$ cat src/rtl/eka_pkg.sv
// Shared Eka execute-stage definitions: ALU control codes, opcodes and issue FSM states.
// The SHIFT state exists only when ALU_SHIFT_EN is defined.
package eka_pkg;

    localparam int unsigned XLEN    = 32;
    localparam int unsigned SHAMT_W = 5;
    localparam int unsigned CTRL_W  = 4;
    localparam int unsigned OPC_W   = 7;

    localparam logic [CTRL_W-1:0] ALU_ADD  = 4'b0000;
    localparam logic [CTRL_W-1:0] ALU_SUB  = 4'b1000;
    localparam logic [CTRL_W-1:0] ALU_SLT  = 4'b0010;
    localparam logic [CTRL_W-1:0] ALU_SLTU = 4'b0011;
    localparam logic [CTRL_W-1:0] ALU_XOR  = 4'b0100;
    localparam logic [CTRL_W-1:0] ALU_OR   = 4'b0110;
    localparam logic [CTRL_W-1:0] ALU_AND  = 4'b0111;

    localparam logic [OPC_W-1:0] OPC_OP     = 7'b0110011;
    localparam logic [OPC_W-1:0] OPC_OP_IMM = 7'b0010011;

    typedef enum logic [1:0] {
        ST_IDLE  = 2'd0,
        ST_EXEC  = 2'd1,
`ifdef ALU_SHIFT_EN
        ST_SHIFT = 2'd3,
`endif
        ST_DONE  = 2'd2
    } issue_state_e;

endpackage

$ cat src/rtl/serial_shifter.sv
// One-bit-per-cycle shifter for SLL/SRL/SRA; used by alu_issue only when ALU_SHIFT_EN is defined.
// shifted_c is the next step's value and done_c flags the final step, so the caller can finish on the same edge.
module serial_shifter
    import eka_pkg::*;
(
    input  logic               clk,
    input  logic               rst_n,
    input  logic               load,
    input  logic [XLEN-1:0]    value,
    input  logic [SHAMT_W-1:0] amount,
    input  logic               direction,
    input  logic               arithmetic,
    output logic [XLEN-1:0]    shifted_c,
    output logic               done_c
);

    logic [XLEN-1:0]    val_q;
    logic [SHAMT_W-1:0] cnt_q;
    logic               right_q;
    logic               arith_q;

    // direction=1 shifts right; arithmetic replicates the sign bit
    always_comb begin
        if (right_q) begin
            shifted_c = {arith_q & val_q[XLEN-1], val_q[XLEN-1:1]};
        end else begin
            shifted_c = {val_q[XLEN-2:0], 1'b0};
        end
    end

    assign done_c = (cnt_q == SHAMT_W'(1));

    always_ff @(posedge clk or negedge rst_n) begin
        if (!rst_n) begin
            val_q   <= '0;
            cnt_q   <= '0;
            right_q <= 1'b0;
            arith_q <= 1'b0;
        end else if (load) begin
            val_q   <= value;
            cnt_q   <= amount;
            right_q <= direction;
            arith_q <= arithmetic;
        end else if (cnt_q != '0) begin
            val_q <= shifted_c;
            cnt_q <= cnt_q - SHAMT_W'(1);
        end
    end

endmodule

$ cat src/rtl/alu_issue.sv
// Execute-stage front end: decodes one OP/OP-IMM instruction, drives the external ALU, returns the result.
// ALU_SHIFT_EN adds the serial shifter for SLL/SRL/SRA; without it those encodings report illegal.
module alu_issue
    import eka_pkg::*;
(
    input  logic              clk,
    input  logic              rst_n,
    input  logic              in_valid,
    output logic              in_ready,
    input  logic [OPC_W-1:0]  opcode,
    input  logic [2:0]        funct3,
    input  logic              funct7b5,
    input  logic [XLEN-1:0]   rs1_val,
    input  logic [XLEN-1:0]   rs2_val,
    input  logic [XLEN-1:0]   imm,
    output logic [XLEN-1:0]   alu_src1,
    output logic [XLEN-1:0]   alu_src2,
    output logic [CTRL_W-1:0] ALU_Ctrl,
    input  logic [XLEN-1:0]   ALU_result,
    input  logic              zero,
    output logic              out_valid,
    input  logic              out_ready,
    output logic [XLEN-1:0]   result,
    output logic              illegal
);

    issue_state_e      state_q, state_d;
    logic [XLEN-1:0]   src1_d, src2_d, result_d;
    logic [CTRL_W-1:0] ctrl_d;
    logic              illegal_d, out_valid_d;
    logic              op_illegal_q, op_illegal_d;

    logic              is_op, is_opimm, op_alt;
    logic [CTRL_W-1:0] dec_ctrl;
    logic [XLEN-1:0]   dec_op2;
    logic              dec_illegal, dec_shift, dec_right, dec_arith;

    // zero flag is reserved for future branch use
    logic              unused_zero;
    assign unused_zero = zero;

    assign is_op    = (opcode == OPC_OP);
    assign is_opimm = (opcode == OPC_OP_IMM);
    assign op_alt   = is_op & funct7b5;

    // instruction decode from the live input fields, latched on accept
    always_comb begin
        dec_ctrl    = ALU_ADD;
        dec_op2     = is_op ? rs2_val : imm;
        dec_illegal = 1'b0;
        dec_shift   = 1'b0;
        dec_right   = 1'b0;
        dec_arith   = 1'b0;
        if (!is_op && !is_opimm) begin
            dec_illegal = 1'b1;
        end else begin
            case (funct3)
                3'b000: dec_ctrl = op_alt ? ALU_SUB : ALU_ADD;
                3'b001: begin
                    dec_shift   = 1'b1;
                    dec_illegal = funct7b5;
                end
                3'b010: begin
                    dec_ctrl    = ALU_SLT;
                    dec_illegal = op_alt;
                end
                3'b011: begin
                    dec_ctrl    = ALU_SLTU;
                    dec_illegal = op_alt;
                end
                3'b100: begin
                    dec_ctrl    = ALU_XOR;
                    dec_illegal = op_alt;
                end
                3'b101: begin
                    dec_shift = 1'b1;
                    dec_right = 1'b1;
                    dec_arith = funct7b5;
                end
                3'b110: begin
                    dec_ctrl    = ALU_OR;
                    dec_illegal = op_alt;
                end
                default: begin
                    dec_ctrl    = ALU_AND;
                    dec_illegal = op_alt;
                end
            endcase
`ifndef ALU_SHIFT_EN
            if (dec_shift) begin
                dec_illegal = 1'b1;
            end
`endif
        end
    end

`ifdef ALU_SHIFT_EN
    logic            op_shift_q, op_shift_d;
    logic            shift_right_q, shift_right_d;
    logic            shift_arith_q, shift_arith_d;
    logic            sh_load, sh_done;
    logic [XLEN-1:0] sh_shifted;

    serial_shifter u_shifter (
        .clk        (clk),
        .rst_n      (rst_n),
        .load       (sh_load),
        .value      (alu_src1),
        .amount     (alu_src2[SHAMT_W-1:0]),
        .direction  (shift_right_q),
        .arithmetic (shift_arith_q),
        .shifted_c  (sh_shifted),
        .done_c     (sh_done)
    );
`else
    logic unused_dec;
    assign unused_dec = dec_right ^ dec_arith;
`endif

    // next-state and next-output logic
    always_comb begin
        state_d      = state_q;
        src1_d       = '0;
        src2_d       = '0;
        ctrl_d       = ALU_ADD;
        result_d     = result;
        illegal_d    = illegal;
        out_valid_d  = 1'b0;
        op_illegal_d = op_illegal_q;
`ifdef ALU_SHIFT_EN
        op_shift_d    = op_shift_q;
        shift_right_d = shift_right_q;
        shift_arith_d = shift_arith_q;
        sh_load       = 1'b0;
`endif
        case (state_q)
            ST_IDLE: begin
                if (in_valid) begin
                    state_d      = ST_EXEC;
                    src1_d       = rs1_val;
                    src2_d       = dec_op2;
                    ctrl_d       = dec_ctrl;
                    op_illegal_d = dec_illegal;
`ifdef ALU_SHIFT_EN
                    op_shift_d    = dec_shift & ~dec_illegal;
                    shift_right_d = dec_right;
                    shift_arith_d = dec_arith;
`endif
                end
            end
            ST_EXEC: begin
                state_d     = ST_DONE;
                out_valid_d = 1'b1;
                illegal_d   = op_illegal_q;
                if (op_illegal_q) begin
                    result_d = '0;
                end
`ifdef ALU_SHIFT_EN
                else if (op_shift_q) begin
                    sh_load  = 1'b1;
                    result_d = alu_src1;
                    if (alu_src2[SHAMT_W-1:0] != '0) begin
                        state_d     = ST_SHIFT;
                        out_valid_d = 1'b0;
                    end
                end
`endif
                else begin
                    result_d = ALU_result;
                end
            end
`ifdef ALU_SHIFT_EN
            ST_SHIFT: begin
                if (sh_done) begin
                    state_d     = ST_DONE;
                    result_d    = sh_shifted;
                    out_valid_d = 1'b1;
                end
            end
`endif
            ST_DONE: begin
                if (out_ready) begin
                    state_d = ST_IDLE;
                end else begin
                    out_valid_d = 1'b1;
                end
            end
            default: state_d = ST_IDLE;
        endcase
    end

    always_ff @(posedge clk or negedge rst_n) begin
        if (!rst_n) begin
            state_q      <= ST_IDLE;
            alu_src1     <= '0;
            alu_src2     <= '0;
            ALU_Ctrl     <= ALU_ADD;
            result       <= '0;
            illegal      <= 1'b0;
            out_valid    <= 1'b0;
            op_illegal_q <= 1'b0;
`ifdef ALU_SHIFT_EN
            op_shift_q    <= 1'b0;
            shift_right_q <= 1'b0;
            shift_arith_q <= 1'b0;
`endif
        end else begin
            state_q      <= state_d;
            alu_src1     <= src1_d;
            alu_src2     <= src2_d;
            ALU_Ctrl     <= ctrl_d;
            result       <= result_d;
            illegal      <= illegal_d;
            out_valid    <= out_valid_d;
            op_illegal_q <= op_illegal_d;
`ifdef ALU_SHIFT_EN
            op_shift_q    <= op_shift_d;
            shift_right_q <= shift_right_d;
            shift_arith_q <= shift_arith_d;
`endif
        end
    end

    // ready only in IDLE and forced low while reset is held
    assign in_ready = rst_n & (state_q == ST_IDLE);

endmodule

$ cat config.mk
export PLATFORM = sky130hd
export DESIGN_NAME = alu_issue
export DESIGN_NICKNAME = d
export VERILOG_FILES = /design/src/rtl/eka_pkg.sv /design/src/rtl/serial_shifter.sv /design/src/rtl/alu_issue.sv
export SDC_FILE = /design/constraint.sdc
export NUM_CORES = 1
export LEC_CHECK = 0
export BUFFER_PORTS_ARGS = -buffer_cell sky130_fd_sc_hd__buf_2
export CAP_MARGIN = 10
export CORE_MARGIN = 2
export CORE_UTILIZATION = 38
export DETAILED_ROUTE_END_ITERATION = 8
export GPL_TIMING_DRIVEN = 0
export PLACE_DENSITY_LB_ADDON = 0.1
export SYNTH_ARGS = -nofsm -noshare
export SYNTH_HDL_FRONTEND = slang
export SYNTH_HIERARCHICAL = 1
export SYNTH_SLANG_ARGS = --single-unit
$ cat constraint.sdc
create_clock -name clk -period 1.3 [get_ports clk]
set_input_delay 0.13 -clock clk [delete_from_list [all_inputs] [get_ports clk]]
set_output_delay 0.13 -clock clk [all_outputs]
set_load 0.01 [all_outputs]
==> impl_metrics.csv <==
group,metric,value,unit
status,outcome,"complete, but fails checks",
status,violations,"hold timing, setup timing",
worst_setup_path,cp-start-kind,"flop",
global_route,gr-total-overflow,0,
worst_setup_path,worstPathMaxFanout,3,
finish,area_growth,82.6,%
route,drt_iter0_drc,178,
placement,dpl_cell_area,5320,µm²
cts,cts_max_level,3,
power_and_ir_drop,p_per_area,1610,nW/µm²
global_route,grt_use_total,23.6,%
finish,fin_util,71.9,%
sta,finalHoldViolCount,47,
die,die_area,11100,µm²
yosys,synth_top_family_by_area,"simple AND/OR/NAND/NOR gates",
cts,clkTransAtPathRegs,0.10,ns
sta,rsz0062_at_grt,"yes",
sta,worstMarginPinSlew,0.620,ns
placement,dp_cells,700,
yosys,synth-main-ff-cell,"dfrtp_1",
worst_setup_path,endpoint_kind,"primary output",
sta,clock_skew,0.00891,ns
yosys,async_flop_share,100,%
sta,setup_violations,36,
global_route,grt_pass1_wl,20500,µm
finish,drive_above_1_share,45.5,%
die,core_area,9860,µm²
route,wirelength,13200,µm
cts,numCtsBuffers,9,
finish,fin_cells,849,
worst_setup_path,worstPathArrival,1.31,ns
global_route,antenna_found_initial,0,
die,die-height,105,µm
power_and_ir_drop,leakagePower,3.92,nW
finish,antenna_cells,0,
sta,drv_slew,0,
yosys,synth-compound-area-share,13.1,%
cts,cts_sinks,105,
cts,root_buffer,"clkbuf_8",
sta,worst_slack,-0.145,ns
finish,layout.nets,858,
sta,final.min_clock_period,1.44,ns
route,ant_nets,0,
route,wl_per_cell,15.6,µm
worst_setup_path,regToRegSetupSlack,-0.12,ns
cts,worstSkewPairLatency,0.37,ns
placement,portBuffers,244,
worst_setup_path,crit_required,1.17,ns
sta,min_period_over_period,111,%
global_route,grt_max_degree,59,
placement,place_congestion,0.822,
yosys,ys_types,32,
cts,cts_tree,"built",
worst_setup_path,crit_type,"reg -> out",
cts,cts_buffer_depth,2,
die,die_w,105,µm
yosys,synth-simple-area-share,14.1,%
yosys,synth_xor_area_share,0,%
global_route,grtUsageMet1,26.8,%
route,vias,4012,
global_route,top_usage_layer,"met2",
sta,relSlewSlack,58.7,%
yosys,syn_avg_cell_area,12.1,µm²
worst_setup_path,timing.rr.start,"state_q[1]",
sta,max_clock_freq,692,MHz
placement,hpwl,7760,µm
worst_hold_path,hold_path_class,"in -> async",
route,routed_via_density,4.73,
yosys,postSynthCellCount,322,
sta,setup_tns,-2.75,ns
die,rows,36,
yosys,synth_edf_count,0,
global_route,grt_pass1_vias,4150,
yosys,synth_fa_ha_area_share,0.966,%
die,initial_core_util,39.4,%
route,drc,0,
yosys,ys_seq_elements,105,
worst_setup_path,r2r-end,"result[7]",
yosys,syn_area,3890,µm²
finish,fin_area,7100,µm²
yosys,muxShareOfSynthArea,0.547,%
yosys,yosysWarningCount,6,
global_route,grtUsageMet2,41.7,%
yosys,syn-num-nets,469,
placement,post-place-ws,-0.222,ns
worst_setup_path,reg2reg_depth,7,
global_route,grtUsageMet3,5.68,%
die,io_pins,247,
power_and_ir_drop,total_power,11.4,mW
sta,hold_slack,-0.234,ns
route,drt_pass1_iterations,4,
yosys,ys_seq_area_share,67.6,%
flow_run,cap_viol_max_count,0,
power_and_ir_drop,ir_drop,768,µV
==> sequential cells by signal, indices dropped and copies added (netlist names) <==
signal	flops
illegal	1
state_q	2
ALU_Ctrl	4
op_illegal_q	1
result	32
alu_src1	32
out_valid	1
alu_src2	32
==> cells in the final DEF, fill, tap and decap left out, types with 3 or more instances in the layout <==
cell type and instances:
buf_2 246, dlygate4sd3_1 119, dfrtp_1 105, nand2_1 65
and3_1 35, a22o_1 31, a21oi_1 19, a21oi_2 15
clkbuf_8 12, buf_4 12, buf_6 11, buf_8 4
clkbuf_1 3
==> layout make-up <==
cell class              count  area, µm²
inverters                   4       20.0
plain buffers              23        245
flip-flops and latches    105       2630
clock inverters             6       90.1
multi-input cells         189       1230
well taps                 133        166
clock buffers              10        138
fillers                   658       2770
repair buffers            379       2580
==> synth_stat cells, types with 2 or more instances <==
cell type / instances / area (µm²)
a22o_1: 31 / 272
buf_2: 6 / 30.0
a21oi_2: 6 / 52.6
ha_1: 3 / 37.5
nand2_1: 66 / 248
a21oi_1: 28 / 140
and2_1: 2 / 12.5
nand2b_1: 2 / 12.5
and3_1: 35 / 219
clkbuf_1: 12 / 45.0
clkbuf_2: 2 / 10.0
dfrtp_1: 105 / 2630
buf_6: 3 / 33.8
inv_1: 3 / 11.3
==> kinds of logic after synthesis <==
| family | Yosys count |
|---|---|
| AO/OA/AOI/OAI | 71 |
| adder cells (fa/ha/maj) | 3 |
| flip-flops | 105 |
| multiplexers | 2 |
| buffers and inverters | 28 |
| AND/OR/NAND/NOR | 113 |
==> report_power, final <==
| part | switching, mW | leakage, nW | internal (mW) |
|---|---|---|---|
| combinational | 2.19 | 2.41 | 2.45 |
| sequential | 0.385 | 1.40 | 4.13 |
| clock | 1.13 | 0.113 | 1.14 |
| total | 3.71 | 3.92 | 7.73 |
==> what timing repair did <==
action | in CTS | in global routing
gates cloned | 1 | 2
setup endpoints to repair | 97 | 90
buffers inserted | 7 | 5
hold buffers | 117 | 2
gates resized for setup | 46 | 29
pin swaps | 0 | 4
endpoints found under the hold margin | 133 | 49
==> critical path, stage by stage (launching register included) <==
cell	delay [ns]
dfrtp_1	0.39
inv_2	0.09
ha_4	0.15
buf_8	0.09
and2_4	0.13
buf_6	0.10
==> worst max-delay path by stage <==
stage | startpoint | to | slack (ns) | cells past startpoint
5_1_grt | state_q[1] | in_ready | -0.22 | 5
2_1_floorplan | state_q[0] | ALU_Ctrl[3] | 0.001 | 6
6_report | state_q[1] | in_ready | -0.14 | 5
4_1_cts | state_q[0] | in_ready | -0.29 | 6
3_3_place_gp | rst_n | in_ready | -1.14 | 3
3_5_place_dp | state_q[0] | out_valid | -0.22 | 4
==> per-layer routing <==
layer | share of wire, % | vias to the layer above
met5 | 0 | -
met4 | 3.0 | 0
met3 | 6.8 | 31
met2 | 51 | 197
met1 | 39 | 1903
li1 | - | 1881
(Power assumes the default switching activity.)
